### config.mk
export PLATFORM = sky130hd
export DESIGN_NAME = multicycle_controller
export DESIGN_NICKNAME = d
export VERILOG_FILES = /design/src/rtl/multicycle_controller_pkg.sv /design/src/rtl/multicycle_controller_alu_decoder.sv /design/src/rtl/multicycle_controller.sv
export SDC_FILE = /design/constraint.sdc
export NUM_CORES = 1
export LEC_CHECK = 0
export CELL_PAD_IN_SITES_DETAIL_PLACEMENT = 1
export CELL_PAD_IN_SITES_GLOBAL_PLACEMENT = 1
export CORE_MARGIN = 1
export CORE_UTILIZATION = 29
export DETAILED_ROUTE_END_ITERATION = 6
export PLACE_DENSITY = 0.86
export SYNTH_ARGS = -nofsm -noshare
export SYNTH_HDL_FRONTEND = slang
export SYNTH_HIERARCHICAL = 1
export SYNTH_SLANG_ARGS = --single-unit
### constraint.sdc
create_clock -name clk -period 2.9 [get_ports clk]
set_clock_uncertainty 0.1 [all_clocks]
set_input_delay 0.58 -clock clk [delete_from_list [all_inputs] [get_ports clk]]
set_output_delay 0.58 -clock clk [all_outputs]
set_load 0.05 [all_outputs]
### src/rtl/multicycle_controller_pkg.sv
// Shared encodings for the RV32I multicycle controller: ALU op codes, FSM states,
// opcodes and datapath mux selects.
package multicycle_controller_pkg;

    typedef enum logic [3:0] {
        ALU_ADD  = 4'b0000,
        ALU_SUB  = 4'b0001,
        ALU_AND  = 4'b0010,
        ALU_OR   = 4'b0011,
        ALU_XOR  = 4'b0100,
        ALU_SLT  = 4'b0101,
        ALU_SRL  = 4'b0110,
        ALU_SRA  = 4'b0111,
        ALU_SLL  = 4'b1000,
        ALU_SLTU = 4'b1001
    } alu_ctrl_e;

    typedef enum logic [3:0] {
        S_FETCH,
        S_DECODE,
        S_MEMADR,
        S_MEMREAD,
        S_MEMWB,
        S_MEMWRITE,
        S_EXECR,
        S_EXECI,
        S_ALUWB,
        S_JAL,
        S_BRANCH
    } state_e;

    // Class of ALU selection requested by the FSM from alu_decoder.
    typedef enum logic [1:0] {
        ALUOP_ADD    = 2'b00,
        ALUOP_BRANCH = 2'b01,
        ALUOP_FUNC   = 2'b10
    } alu_op_e;

    localparam logic [6:0] OP_LOAD   = 7'b0000011;
    localparam logic [6:0] OP_STORE  = 7'b0100011;
    localparam logic [6:0] OP_RTYPE  = 7'b0110011;
    localparam logic [6:0] OP_ITYPE  = 7'b0010011;
    localparam logic [6:0] OP_JAL    = 7'b1101111;
    localparam logic [6:0] OP_BRANCH = 7'b1100011;

    localparam logic [1:0] SRCA_PC    = 2'b00;
    localparam logic [1:0] SRCA_OLDPC = 2'b01;
    localparam logic [1:0] SRCA_RS1   = 2'b10;

    localparam logic [1:0] SRCB_RS2  = 2'b00;
    localparam logic [1:0] SRCB_IMM  = 2'b01;
    localparam logic [1:0] SRCB_FOUR = 2'b10;

    localparam logic [1:0] RES_ALUOUT    = 2'b00;
    localparam logic [1:0] RES_DATA      = 2'b01;
    localparam logic [1:0] RES_ALURESULT = 2'b10;

    localparam logic [2:0] IMM_I = 3'b000;
    localparam logic [2:0] IMM_S = 3'b001;
    localparam logic [2:0] IMM_B = 3'b010;
    localparam logic [2:0] IMM_J = 3'b011;

    function automatic logic [2:0] imm_src(input logic [6:0] op);
        case (op)
            OP_STORE:  return IMM_S;
            OP_BRANCH: return IMM_B;
            OP_JAL:    return IMM_J;
            default:   return IMM_I;
        endcase
    endfunction

endpackage

### src/rtl/multicycle_controller_alu_decoder.sv
// ALU operation select: fixed add, branch compare, or funct3/funct7-driven
// arithmetic for register and immediate instructions.
module alu_decoder
    import multicycle_controller_pkg::*;
(
    input  logic [2:0] funct3,
    input  logic       funct7b5,
    input  logic       op5,
    input  logic [1:0] ALUOp,
    output logic [3:0] ALUControl
);

    always_comb begin
        ALUControl = ALU_ADD;
        case (ALUOp)
            ALUOP_BRANCH: begin
                case (funct3[2:1])
                    2'b10:   ALUControl = ALU_SLT;
                    2'b11:   ALUControl = ALU_SLTU;
                    default: ALUControl = ALU_SUB;
                endcase
            end
            ALUOP_FUNC: begin
                case (funct3)
                    // op[5] separates R-type from I-type: addi never subtracts.
                    3'b000:  ALUControl = (op5 && funct7b5) ? ALU_SUB : ALU_ADD;
                    3'b001:  ALUControl = ALU_SLL;
                    3'b010:  ALUControl = ALU_SLT;
                    3'b011:  ALUControl = ALU_SLTU;
                    3'b100:  ALUControl = ALU_XOR;
                    3'b101:  ALUControl = funct7b5 ? ALU_SRA : ALU_SRL;
                    3'b110:  ALUControl = ALU_OR;
                    default: ALUControl = ALU_AND;
                endcase
            end
            default: ALUControl = ALU_ADD;
        endcase
    end

endmodule

### src/rtl/multicycle_controller.sv
// RV32I multicycle control FSM: Moore state outputs, op-driven ImmSrc,
// Zero-qualified PCWrite in BRANCH, strobes held low during reset.
module multicycle_controller
    import multicycle_controller_pkg::*;
(
    input  logic       clk,
    input  logic       rst_n,
    input  logic [6:0] op,
    input  logic [2:0] funct3,
    input  logic       funct7b5,
    input  logic       Zero,
    output logic [3:0] ALUControl,
    output logic [1:0] ALUSrcA,
    output logic [1:0] ALUSrcB,
    output logic [1:0] ResultSrc,
    output logic [2:0] ImmSrc,
    output logic       AdrSrc,
    output logic       IRWrite,
    output logic       PCWrite,
    output logic       RegWrite,
    output logic       MemWrite,
    output logic       IllegalInstr
);

    state_e  state, state_next;
    alu_op_e alu_op;
    logic    ir_w, pc_w, reg_w, mem_w, illegal, branch, taken;

    always_ff @(posedge clk or negedge rst_n) begin
        if (!rst_n) state <= S_FETCH;
        else        state <= state_next;
    end

    always_comb begin
        state_next = state;
        ALUSrcA    = SRCA_PC;
        ALUSrcB    = SRCB_RS2;
        ResultSrc  = RES_ALUOUT;
        AdrSrc     = 1'b0;
        alu_op     = ALUOP_ADD;
        ir_w       = 1'b0;
        pc_w       = 1'b0;
        reg_w      = 1'b0;
        mem_w      = 1'b0;
        illegal    = 1'b0;
        branch     = 1'b0;
        case (state)
            S_FETCH: begin
                AdrSrc     = 1'b0;
                ir_w       = 1'b1;
                ALUSrcA    = SRCA_PC;
                ALUSrcB    = SRCB_FOUR;
                ResultSrc  = RES_ALURESULT;
                pc_w       = 1'b1;
                state_next = S_DECODE;
            end
            S_DECODE: begin
                ALUSrcA = SRCA_OLDPC;
                ALUSrcB = SRCB_IMM;
                case (op)
                    OP_LOAD, OP_STORE: state_next = S_MEMADR;
                    OP_RTYPE:          state_next = S_EXECR;
                    OP_ITYPE:          state_next = S_EXECI;
                    OP_JAL:            state_next = S_JAL;
                    OP_BRANCH:         state_next = S_BRANCH;
                    default: begin
                        illegal    = 1'b1;
                        state_next = S_FETCH;
                    end
                endcase
            end
            S_MEMADR: begin
                ALUSrcA    = SRCA_RS1;
                ALUSrcB    = SRCB_IMM;
                state_next = (op == OP_LOAD) ? S_MEMREAD : S_MEMWRITE;
            end
            S_MEMREAD: begin
                ResultSrc  = RES_ALUOUT;
                AdrSrc     = 1'b1;
                state_next = S_MEMWB;
            end
            S_MEMWB: begin
                ResultSrc  = RES_DATA;
                reg_w      = 1'b1;
                state_next = S_FETCH;
            end
            S_MEMWRITE: begin
                ResultSrc  = RES_ALUOUT;
                AdrSrc     = 1'b1;
                mem_w      = 1'b1;
                state_next = S_FETCH;
            end
            S_EXECR: begin
                ALUSrcA    = SRCA_RS1;
                ALUSrcB    = SRCB_RS2;
                alu_op     = ALUOP_FUNC;
                state_next = S_ALUWB;
            end
            S_EXECI: begin
                ALUSrcA    = SRCA_RS1;
                ALUSrcB    = SRCB_IMM;
                alu_op     = ALUOP_FUNC;
                state_next = S_ALUWB;
            end
            S_ALUWB: begin
                ResultSrc  = RES_ALUOUT;
                reg_w      = 1'b1;
                state_next = S_FETCH;
            end
            S_JAL: begin
                ALUSrcA    = SRCA_OLDPC;
                ALUSrcB    = SRCB_FOUR;
                ResultSrc  = RES_ALUOUT;
                pc_w       = 1'b1;
                state_next = S_ALUWB;
            end
            S_BRANCH: begin
                ALUSrcA    = SRCA_RS1;
                ALUSrcB    = SRCB_RS2;
                ResultSrc  = RES_ALUOUT;
                alu_op     = ALUOP_BRANCH;
                branch     = 1'b1;
                state_next = S_FETCH;
            end
            default: state_next = S_FETCH;
        endcase
    end

    // Branch condition from the compare result: beq/bge/bgeu take on Zero.
    always_comb begin
        taken = 1'b0;
        case (funct3)
            3'b000, 3'b101, 3'b111: taken = Zero;
            3'b001, 3'b100, 3'b110: taken = ~Zero;
            default:                taken = 1'b0;
        endcase
    end

    alu_decoder u_alu_decoder (
        .funct3     (funct3),
        .funct7b5   (funct7b5),
        .op5        (op[5]),
        .ALUOp      (alu_op),
        .ALUControl (ALUControl)
    );

    // State already reads FETCH during reset; only the strobes need gating.
    assign IRWrite      = rst_n & ir_w;
    assign PCWrite      = rst_n & (pc_w | (branch & taken));
    assign RegWrite     = rst_n & reg_w;
    assign MemWrite     = rst_n & mem_w;
    assign IllegalInstr = rst_n & illegal;
    assign ImmSrc       = imm_src(op);

endmodule

Word-level counts from Yosys, hierarchy flattened

Cells that the tools add are included.

Eq/ne operators: 27
Mux-type cells: 22
Bitwise logic cells: 8
Reductions and logical operators: 15

Operators by type and width:

| cell                 | count |
|---|---|
| $pmux W4 S5          | 2 |
| $pmux W4 S7          | 1 |
| $eq A4 B3 Y1 const B | 4 |
| $pmux W2 S2          | 4 |
| $pmux W4 S2          | 2 |
| $eq A7 B6 Y1 const B | 2 |
| $eq A7 B7 Y1 const B | 2 |
| $eq A3 B3 Y1 const B | 4 |
| $eq A4 B4 Y1 const B | 3 |
| $reduce_or A2 Y1     | 6 |
| $reduce_or A3 Y1     | 4 |
| $mux W1              | 10 |
| $eq A4 B2 Y1 const B | 2 |
| $eq A7 B2 Y1 const B | 1 |
| $eq A7 B5 Y1 const B | 1 |
| $and A1 B1 Y1        | 6 |
| $eq A2 B2 Y1 const B | 3 |
| $eq A3 B2 Y1 const B | 2 |
| $pmux W2 S3          | 1 |
| $reduce_or A6 Y1     | 1 |
| $eq A4 B1 Y1 const B | 1 |
| $logic_not A4 Y1     | 1 |
| $reduce_or A4 Y1     | 1 |
| $eq A3 B1 Y1 const B | 1 |
| 7 further kinds      | 7 |

Bits in registers: 4
Bits of input ports: 14
Output and inout bits: 19
Logic and storage cells: 73

Longest topological paths before layout

Word-level depth: 6
Gate-level depth with buffers: 7
Mapped depth without buffers: 6

Hierarchy

Netlist, hierarchy kept.

By module, submodules not included:

| module                | instances | cells an instance | area each (um^2) | seq. area each (um^2) |
|---|---|---|---|---|
| multicycle_controller | 1         | 64                | 506.7            | 100.1 |
| alu_decoder           | 1         | 18                | 130.1            | 0.0 |

Worst setup path after synthesis

No wires, ideal clock.

Path type: flip-flop to output port
Start point: reg state[3]
End point: out PCWrite
Arrival: 2277 ps
Required time: 2220 ps
Slack: -57 ps
Cell stages (with the launch flop): 5
Path buffers: 1
Cell sequence: dfrtp_1 > buf_2 > xor2_1 > nor3_1 > o2bb2ai_1

Cells in the longest elaborated chain, start to end: 5
Elaborated cells on any way between the ends: 9
Classes of those cells: 2 x eq/ne; 2 x mux; 3 x bitwise; 2 x reduce/logical

RTL lines:

| what                                                         | RTL line                                                  | RTL |
|---|---|---|
| start, declared                                              | multicycle_controller.sv:25                               | `state_e state, state_next;` |
| start signal, assigned                                       | multicycle_controller.sv:31                               | `else state <= state_next;` |
| $eq A4 B4 Y1 or $logic_not A4 Y1 (tied branches)             | multicycle_controller.sv:47                               | `case (state)` |
| $reduce_or A2 Y1 (no source line) or $mux W1 (tied branches) | n/a                                                       |  |
| $mux W1 or $and A1 B1 Y1 (tied branches)                     | multicycle_controller.sv:47, multicycle_controller.sv:149 |  |
| $or A1 B1 Y1 (*)                                             | multicycle_controller.sv:149                              | `assign PCWrite = rst_n & (pc_w \| (branch & taken));` |
| $and A1 B1 Y1 (*)                                            | multicycle_controller.sv:149                              |  |
| end, declared                                                | multicycle_controller.sv:19                               | `output logic PCWrite,` |

Every way passes the cells marked *; elsewhere a longest branch is shown, timed or not.

Final worst setup path

Start point: reg state[0]
End point: out ResultSrc[1]

Cells in the longest elaborated chain, start to end: 2
Elaborated cells on any way between the ends: 3
Classes of those cells: 1 x eq/ne; 1 x mux; 1 x reduce/logical

RTL lines:

| what                                             | RTL line                    | RTL |
|---|---|---|
| $eq A4 B3 Y1 or $logic_not A4 Y1 (tied branches) | multicycle_controller.sv:47 |  |
| $pmux W2 S2 (*)                                  | multicycle_controller.sv:47 |  |
| end, declared                                    | multicycle_controller.sv:15 | `output logic [1:0] ResultSrc,` |

Marked as above.

==> results.ini <==
[sta]
fmax_ghz=0.3645
slew_headroom_pct=66.47
hold_viol=0
final_max_slew_viol_count=0
fin_crit_sh_pct=94.60
setup_viol=0
rsz0062_at_grt=false
hold_slack_ps=624.9
tightest_slew_ps=501.4
layout_min_cycle_time_ps=2743
tns_ps=0

[yosys]
ys.warnings.count=6
syn_area_sq_um=636.9
synth_adder_area_share_pct=3.929
syn_nets=98
ys_ff_latch=4
synth-compound-area-share_pct=19.84
ys_seq_area_share_pct=15.72
synth.area.mux_share_pct=1.572
synth-main-ff-cell=dfrtp_1
yosysUniqueCellTypes=42
yosys.area_share.simple_pct=43.22
synth-xor-area-share_pct=8.251
synth_top_family_by_area=simple AND/OR/NAND/NOR gates
syn_avg_cell_area_sq_um=7.767
synth_cells=82
synth-async-reset-ratio_pct=100.0
synth-edff-count=0

[layout]
largestRegisters=state: 4 flops
antennaDiodeCount=0
largest_reg_flops=4
nFillCells=236
final_cells=140
final_layout_size_suffix_gt1_share_pct=23.01
final_cell_mix=clkdlybuf4s50_1 (19), buf_12 (11), nor2_1 (9), nand2_1 (6), a21oi_1 (4)
utilization_pct=54.76
areaGrowthSynthToFinish_pct=73.87
regMostFlops=state
final_common_cell=clkdlybuf4s50_1
num-nets-final=131

[die]
fp.dieW_um=48.86
start_util_pct=31.50
die_h_um=48.86
coreArea_sq_um=2022
pin_count=33
rows=16
die_area_sq_um=2387

[routing]
viasPerCell=5.379
drt_pass1_iterations=4
drt_wl_total_um=2141
antenna_left=0
wl_per_cell_um=15.29
drc=0
route.vias.total=753
drt_iter0_drc=17

[pwr]
vdd_drop_max_mv=0.4513
switching_share_pct=52.65
leakage_nw=0.4315
fin_total_pwr_mw=0.6168
sequentialPowerShare_pct=14.7
clockPowerShare_pct=11.7
power.density_nw_per_um2=557.0
power_frac_comb_pct=73.6
p_switching_mw=0.3248
p_int_mw=0.2921

[place]
dp_hpwl_um=1655
placed_cells=137
gp_congestion=0.7211
port-buffer-count=31

[critical_path]
r2r_end=state[1]$_DFF_PN0_
path_max_fanout=8
timing_worst_setup_path_type=reg -> out
worstRegToRegCells=4
cp.arrival_ps=2060
cp-end-kind=output port
reg2reg_from=state[0]$_DFF_PN0_
worst_setup_path_start_kind=flop
critical_path_required_ps=2220
r2r_slack_ps=1400

[clock_tree]
cts_buffers=3
cts_max_path_buffers=2
cts.sinks=4
root_buffer=clkbuf_4
path_clk_slew_ps=40
cts_max_level=1
clkLatencyLatePin_ps=240
cts_tree=built

[grt]
grt_pass1_wl_um=3436
grt_overflow=0
track_usage_pct=18.32
grt_max_degree=15
grt_pass1_vias=735
antenna_found_initial=0

[run]
drv_cap=0

[worst_hold_path]
holdCritPathClass=in -> async

[outcome]
outcome=finished, final reports clean

==> logic make-up (layout without fill, tap and decap cells) <==
kind of cell,Yosys count,count (layout)
AO/OA/AOI/OAI,17,17
XOR/XNOR,6,6
adder cells (fa/ha/maj),2,2
buffers and inverters,8,39
flip-flops,4,4
multiplexers,1,1
other,1,1
AND/OR/NAND/NOR,43,43
==> cells in the mapped netlist (all sizes together), types with 2 or more instances <==
master | number | area share [%]
nor2 | 9 | 5.3
nand2 | 6 | 3.5
buf | 5 | 5.1
a21oi | 4 | 3.1
dfrtp | 4 | 16
a31oi | 3 | 2.9
and3 | 3 | 3.7
inv | 3 | 1.8
nand2b | 3 | 2.9
nor3 | 3 | 2.4
nor3b | 3 | 4.3
xnor2 | 3 | 4.1
xor2 | 3 | 4.1
ha | 2 | 3.9
nand3 | 2 | 1.6
nand4 | 2 | 2.0
nor4b | 2 | 2.8
o21ai | 2 | 1.6
==> how the worst max path moves through the flow <==
stage | end | depth (start not counted) | slack [ps] | start
after global placement | IllegalInstr | 5 | 260 | op[4]
after floorplan | IRWrite | 3 | 110 | state[0]$_DFF_PN0_
final | ResultSrc[1] | 3 | 160 | state[0]$_DFF_PN0_
after CTS | ALUControl[2] | 6 | 70 | state[1]$_DFF_PN0_
after detailed placement | ImmSrc[0] | 5 | 200 | op[5]
after global routing | ALUControl[2] | 6 | 20 | state[3]$_DFF_PN0_
==> what timing repair did <==
action | in CTS | in global routing
resized for setup | 0 | 2
setup buffers | 0 | 0
hold endpoints to repair | 0 | 0
hold buffers | 0 | 0
endpoints found under the setup margin | 0 | 3
==> metrics by stage <==
stage	setup WS [ps]	area [sq um]
2_1_floorplan	105.8	648.1
6_report	156.7	1107
4_1_cts	65.76	1105
3_5_place_dp	197.2	1082
5_1_grt	17.28	1107
3_3_place_gp	263.8	1082
==> worst max-delay path, cell delays in order, from the launching register on <==
cell,delay (ps)
dfrtp_1,490
buf_4,220
nor4_2,270
clkdlybuf4s50_1,850
==> cell type report <==
cell class / instances / area (sq um) / area share [%]
Multi-Input combinational cell: 70 / 504.2 / 45.54
Timing Repair Buffer: 33 / 432.9 / 39.10
Sequential cell: 4 / 102.6 / 9.266
Tap cell: 27 / 33.78 / 3.051
Clock buffer: 3 / 22.52 / 2.034
Inverter: 3 / 11.26 / 1.017
==> power groups by stage <==
stage          logic (mW)  registers (mW)  clock network [mW]
2_1_floorplan       0.298          0.0736                   0
3_3_place_gp        0.447          0.0893                   0
3_5_place_dp        0.455          0.0921                   0
4_1_cts             0.456          0.0913              0.0717
5_1_grt             0.477          0.0940              0.0792
6_report            0.454          0.0907              0.0723
==> layer usage <==
metal	wire (um)	vias up	GRT usage [%]	part of all wire (%)
met1	916	369	23.25	43
li1	-	364	-	-
met2	1158	20	31.48	54
met4	0	0	7.353	0
met5	0	-	0	0
met3	66	0	1.869	3.1
(Power assumes the default switching activity.)
